[src/rtl/snowbro2_tile_fetch.sv]
// snowbro2_tile_fetch: queues tile-row requests, reads one 32-bit GFX word per row and serialises 8 4bpp pixels.
module snowbro2_tile_fetch #(
  parameter int FIFO_DEPTH = 4,
  parameter int CODE_W = 16,
  parameter logic [21:0] BASE = 22'h0
) (
  input  logic              CLK,
  input  logic              RESET,
  input  logic              REQ_VALID,
  output logic              REQ_READY,
  input  logic [CODE_W-1:0] REQ_CODE,
  input  logic [2:0]        REQ_ROW,
  input  logic              REQ_FLIPX,
  input  logic [7:0]        REQ_TAG,
  output logic              GFX_CS,
  output logic [21:0]       GFX_ADDR,
  input  logic              GFX_OK,
  input  logic [31:0]       GFX_DOUT,
  output logic              PIX_VALID,
  input  logic              PIX_READY,
  output logic [3:0]        PIX_DATA,
  output logic [7:0]        PIX_TAG,
  output logic              PIX_LAST,
  output logic              BUSY
);
  localparam int AW = $clog2(FIFO_DEPTH);
  localparam int EW = CODE_W + 12;
  localparam logic [AW:0] FULL = (AW+1)'(FIFO_DEPTH);
  typedef enum logic [1:0] {IDLE, ISSUE, WAIT, SHIFT} state_t;
  state_t state, state_n;
  logic [EW-1:0] mem [FIFO_DEPTH];
  logic [EW-1:0] head;
  logic [AW-1:0] wp, rp;
  logic [AW:0] count, count_n;
  logic push, pop, done, latch, flip;
  logic [31:0] sh, sel;
  logic [2:0] idx;
  logic [7:0] tag;
  assign head = mem[rp];
  assign push = REQ_VALID && REQ_READY;
  assign done = state == SHIFT && PIX_READY && idx == 3'd7;
  assign pop = (state == IDLE || done) && count != '0;
  assign latch = state == WAIT && GFX_OK;
  assign count_n = count + (AW+1)'(push) - (AW+1)'(pop);
  always_comb begin
    state_n = pop ? ISSUE : state == ISSUE ? WAIT : latch ? SHIFT : done ? IDLE : state;
  end
  always_ff @(posedge CLK or posedge RESET) begin
    if (RESET) state <= IDLE;
    else state <= state_n;
  end
  always_ff @(posedge CLK) begin
    if (push) mem[wp] <= {REQ_CODE, REQ_ROW, REQ_FLIPX, REQ_TAG};
  end
  always_ff @(posedge CLK or posedge RESET) begin
    if (RESET) begin
      wp <= '0;
      rp <= '0;
      count <= '0;
      REQ_READY <= 1'b1;
      GFX_CS <= 1'b0;
      GFX_ADDR <= '0;
      sh <= '0;
      idx <= '0;
      flip <= 1'b0;
      tag <= '0;
    end else begin
      if (push) wp <= wp + AW'(1);
      if (pop) begin
        rp <= rp + AW'(1);
        GFX_ADDR <= BASE + 22'({head[EW-1:12], head[11:9], 1'b0});
        GFX_CS <= 1'b1;
        flip <= head[8];
        tag <= head[7:0];
      end else if (latch) begin
        GFX_CS <= 1'b0;
        sh <= GFX_DOUT;
        idx <= '0;
      end
      if (PIX_VALID && PIX_READY) idx <= idx + 3'd1;
      count <= count_n;
      REQ_READY <= count_n != FULL;
    end
  end
  assign sel = flip ? sh >> {idx, 2'b00} : sh >> (5'd28 - {idx, 2'b00});
  assign PIX_VALID = state == SHIFT;
  assign PIX_DATA = sel[3:0];
  assign PIX_TAG = tag;
  assign PIX_LAST = PIX_VALID && idx == 3'd7;
  assign BUSY = count != '0 || state != IDLE;
endmodule

[config.mk]
export PLATFORM = sky130hd
export DESIGN_NAME = snowbro2_tile_fetch
export DESIGN_NICKNAME = d
export VERILOG_FILES = /design/src/rtl/snowbro2_tile_fetch.sv
export SDC_FILE = /design/constraint.sdc
export NUM_CORES = 1
export LEC_CHECK = 0
export ABC_AREA = 1
export ABC_CLOCK_PERIOD_IN_PS = 6650
export CAP_MARGIN = 5
export CORE_MARGIN = 1
export CORE_UTILIZATION = 42
export DETAILED_ROUTE_END_ITERATION = 7
export GPL_TIMING_DRIVEN = 0
export PLACE_DENSITY = 0.65
export SYNTH_ARGS = -nofsm -noshare
export SYNTH_HDL_FRONTEND = slang
export SYNTH_SLANG_ARGS = --single-unit
export TNS_END_PERCENT = 30
[constraint.sdc]
create_clock -name CLK -period 6.65 [get_ports CLK]
set_input_delay 0.665 -clock CLK [delete_from_list [all_inputs] [get_ports CLK]]
set_output_delay 0.665 -clock CLK [all_outputs]
set_load 0.03 [all_outputs]
* After elaboration in Yosys (flattened, before gate mapping)
Memories as Yosys holds them, arrays and structs flattened. A register that Yosys moved wholly into a read port is not among the register bits.
Index checks and enable logic that the tools add are counted.
** Operators by class
- Mux-type cells :: 12
- Shift operators :: 2
- Eq/ne operators :: 6
- $add $sub $neg :: 6
- Bitwise gates (word level) :: 1
- Magnitude comparators :: 0
- $mul :: 0
- Div/mod/pow operators :: 0
- Reduce and logical (&&, ||, !) cells :: 16
** Operators by type and width (number)
- >> shifter 32 x 5 -> 4 bit :: 2
- two-way mux 3 bit :: 3
- two-way mux 2 bit :: 4
- logical AND 1 bit :: 6
- nonzero test 2 bit :: 3
- subtractor 5 bit, first input constant :: 1
- adder 2 x 1 -> 2 bit, second input constant :: 2
- equality test 2 bit, second input constant :: 2
- two-way mux 1 bit :: 4
- two-way mux 4 bit :: 1
- AND reduction 2 bit :: 2
- nonzero test 4 bit :: 1
- adder 3 x 1 -> 3 bit :: 1
- adder 3 x 1 -> 3 bit, second input constant :: 1
- equality test 3 bit, second input constant :: 1
- inequality test 3 bit, second input constant :: 1
- nonzero test 3 bit :: 1
- subtractor 3 x 1 -> 3 bit :: 1
- equality test 2 x 1 -> 1 bit, second input constant :: 1
- logical NOT 2 bit :: 1
- logical OR 1 bit :: 2
- inequality test 2 x 1 -> 1 bit, second input constant :: 1
- inverter 1 bit :: 1
** Word-level totals
- Bits in latches :: 0
- Input bits :: 65
- Memories kept :: 1
- Memory bits (read-only) :: 0
- Flip-flop bits (word level) :: 46
- Memory bits (writable) :: 112
** Memories
- mem :: depth 4, bits a word 28, rd ports 1, clocked after memory_dff 1, wr ports 1, line 31 : logic [EW-1:0] mem [FIFO_DEPTH];

* Logic depth before layout (Yosys ltp)
- Depth after elaboration :: 7
- Depth in mapped cells :: 12

* Worst setup path before layout
Ideal clock, no wire load.
- Path type :: input port to flip-flop
- From :: in REQ_VALID
- To :: mem mem[0][0] (netlist name) (enable)
- Cell stages on the path :: 2
- Required time :: 6.237 ns
- Path slack :: 4.220 ns
- Arrival time :: 2.017 ns
- Path through :: nand2_1 -> nor2_1
** Between the ends
- Longest elaborated chain between the ends :: 3
** RTL lines
- from (decl) :: line 9 : input logic REQ_VALID,
- logical AND 1 bit :: line 40 : assign push = REQ_VALID && REQ_READY;
- two-way mux 1 bit :: line 53 : if (push) mem[wp] <= {REQ_CODE, REQ_ROW, REQ_FLIPX, REQ_TAG};
- two-way mux 1 bit (implied by the code) :: line 53
- to (decl) :: line 31
Every way passes these cells.

* Worst setup path after layout
- From :: reg flip, read port of mem
- To :: out PIX_DATA[3]
** Between the ends
- Longest elaborated chain between the ends :: 1
** RTL lines
- from (decl) :: line 35 : logic push, pop, done, latch, flip;
- two-way mux 4 bit :: line 85 : assign sel = flip ? sh >> {idx, 2'b00} : sh >> (5'd28 - {idx, 2'b00});
- to (decl) :: line 21 : output logic [3:0] PIX_DATA,
Every way passes these cells.

==> flow_summary.ini <==
[yosys]
synth.yosys.warnings = 0
ys_ff_latch = 186
synth_top_family_by_area = simple AND/OR/NAND/NOR gates
synthesis.area_um2 = 7740
synth_compound_area_share_pct = 5.81
synthAdderAreaFrac_pct = 1.39
syn_area_per_cell_um2 = 10.2
post_synth_and_or_nand_nor_area_fraction_pct = 19.7
ys_seq_area_share_pct = 67.4
ys_types = 27
syn_inst = 756
synthMuxAreaShare_pct = 0
synth_xor_area_share_pct = 0.566

[clocking]
insertion_delay_ns = 0.44
ctsHoldBuffers = 0
numCtsBuffers = 17
clock-sinks = 186
clkTransAtPathRegs_ns = 0.07
cts_resized = 0
postCtsSetupBuffers = 0
cts_buffer_depth = 2
cts_tree = done
htreeDepth = 4
cts-root-buf = clkbuf_16

[worst_setup_path]
rr_worst_depth = 12
crit_end = PIX_DATA[3]
worstPathMaxFanout = 9
worstPathRequired_ns = 5.98
startpoint = flip$_DFFE_PP0P_
worst_path_dominant_cell_family = buffers and inverters
worstPathArrival_ns = 2.62
path_class = reg -> out
crit_slowest_cell = clkdlybuf4s50_1
r2r_end = REQ_READY$_DFF_PP1_
crit_buf_inv = 4
cpPeakStageDelay_ns = 0.67
path_cells = clkbuf_2 > inv_1 > nand2_1 > nand2_1 > inv_1 > nand3_1 > nand2_1 > nand2_1 > nand2_1 > clkdlybuf4s50_1
reg2reg_slack_ns = 4.23
crit_cells = 10
reg2reg_from = idx[0]$_DFFE_PP0P_
cpMostUsedCell = nand2_1
startpoint_type = flop
end_kind = output pin

[detailed_routing]
route.met3.wl_um = 970
routed_via_density = 4.92
postRouteAntennaNets = 0
drc = 0
drtIter0Drc = 367
wl_per_cell_um = 15.5
wirelength_mm = 17.4
wl_met2_mm = 8.23
highest_layer = met4
dr.pass1.iters = 5
drt-met1-wl_mm = 7.96
vias = 5520

[floorplanning]
die_h_um = 138
initial_core_util_pct = 42.9
die_area_um2 = 19000
io_pins = 104
rows = 49
coreArea_um2 = 18000
die_x_um = 138

[sta]
rsz0062_at_grt = no
worstMarginPinSlew_ns = 0.930
fin_tns_setup_ns = 0
max_slew_margin_pct = 37.9
drv_slew = 0
setup_viol = 0
final_hold_viol_count = 0
max_freq_mhz = 305
fin_worst_skew_ns = 0.0209
whs_ns = 0.478
period_share_pct = 49.4
fin_crit_ns = 3.28

[status]
outcome = complete, no violations

[final_layout]
drive_gt1_share_pct = 7.61
n_fill_cell = 1596
final_common_cell = nand2_1
final_cell_mix = 184 x nand2_1, 116 x nor2_1, 112 x edfxtp_1, 100 x clkdlybuf4s50_1, 82 x o21ai_0
area_growth_pct = 26.2
final_nets = 954
num_antenna_cells = 0

[global_route]
grt_pass1_vias = 5218
grt_max_degree = 56
grt_pass1_wl_mm = 26.7
track_usage_pct = 19.2
grt_overflow = 0
antenna_found_initial = 0

[power]
ir_drop_v = 0.000581
power_leakage_uw = 0.00405
powerDensity_nw_per_um2 = 475

[placement]
port_buffers = 100
dpl.hpwl_mm = 11.4
gp_congestion = 0.857

[flow_run]
maxCapViolations = 0

[worst_hold_path]
hold_path_class = reg -> reg
==> cell type report <==
cell class	instances	area (um2)	share of cell area, %
clock buffers	17	425	4.36
plain buffers	40	203	2.08
flip-flops and latches	186	5220	53.4
inverters	51	194	1.99
clock inverters	15	176	1.81
well taps	229	287	2.94
repair buffers	104	1100	11.2
multi-input cells	481	2160	22.2
==> tightest hold or removal path, cell delays in order, from the launching register on <==
cell,delay [ns]
dfrtp_1,0.35
nand2_1,0.05
nand2_1,0.05
==> metal layers <==
metal	up-vias	global-route usage (%)
li1	2725	-
met1	2617	24.9
met2	155	31.8
met3	23	3.75
met4	0	7.25
met5	-	0
==> flip-flops by register name, indices dropped and copies added (netlist names) <==
| signal | count |
|---|---|
| mem | 112 |
| PIX_TAG | 8 |
| state | 2 |
| flip | 1 |
| GFX_CS | 1 |
| idx | 3 |
| REQ_READY | 1 |
| count | 3 |
| wp | 2 |
| GFX_ADDR | 19 |
| sh | 32 |
| rp | 2 |
==> synth_stat cells <==
cell type	n	area, um2
ha_1	7	87.6
nand3_1	64	320
buf_4	3	22.5
clkbuf_2	1	5.00
nand2_2	2	12.5
o21ai_2	1	8.76
clkbuf_1	18	67.6
o21ai_1	5	25.0
nor2_1	120	450
buf_1	1	3.75
or3_1	1	6.26
fa_1	1	20.0
xor2_1	4	35.0
conb_1	1	3.75
nor2_4	1	11.3
nand2_1	184	691
nand3b_1	4	30.0
inv_2	1	3.75
inv_1	50	188
xnor2_1	1	8.76
dfstp_2	1	26.3
dfrtp_1	73	1830
buf_2	14	70.1
edfxtp_1	112	3360
o21ai_0	82	410
buf_6	3	33.8
a21oi_1	1	5.00
==> stage by stage <==
| stage | worst slack [ns] | power, uW | cell area, um2 | instances | util [%] |
|---|---|---|---|---|---|
| floorplan | 4.11 | 2940 | 7740 | 758 | - |
| global placement | 2.57 | 3580 | 9030 | 1087 | 50.1 |
| detailed placement | 3.61 | 3640 | 9160 | 1091 | 50.8 |
| CTS | 3.37 | 4670 | 9760 | 1123 | 54.2 |
| global route | 3.21 | 4930 | 9760 | 1123 | 54.2 |
| finish | 3.37 | 4640 | 9760 | 1123 | 54.2 |
==> cell families (layout without fill, tap and decap cells) <==
family,after synthesis,in the layout
AOI/OAI and AO/OA,89,89
DFF,186,186
other,1,3
and+or+nand+nor,376,376
adders and majority gates,8,8
buffers and inverters,91,227
xor gates and xnor gates,5,5
==> worst min path at each step <==
stage / start / end / slack [ns] / cells past startpoint
floorplan: sh[4]$_DFFE_PP0P_ / sh[4]$_DFFE_PP0P_ / 0.43 / 2
global placement: sh[7]$_DFFE_PP0P_ / sh[7]$_DFFE_PP0P_ / 0.46 / 2
detailed placement: sh[7]$_DFFE_PP0P_ / sh[7]$_DFFE_PP0P_ / 0.46 / 2
CTS: sh[7]$_DFFE_PP0P_ / sh[7]$_DFFE_PP0P_ / 0.48 / 2
global route: PIX_TAG[3]$_DFFE_PP0P_ / PIX_TAG[3]$_DFFE_PP0P_ / 0.50 / 2
finish: sh[7]$_DFFE_PP0P_ / sh[7]$_DFFE_PP0P_ / 0.48 / 2
==> power breakdown <==
part	internal, uW	switching, uW	leakage (uW)
combinational	682	1230	0.00185
clock	568	460	0.000283
sequential	1580	121	0.00191
total	2830	1810	0.00405
(Power assumes the default switching activity.)
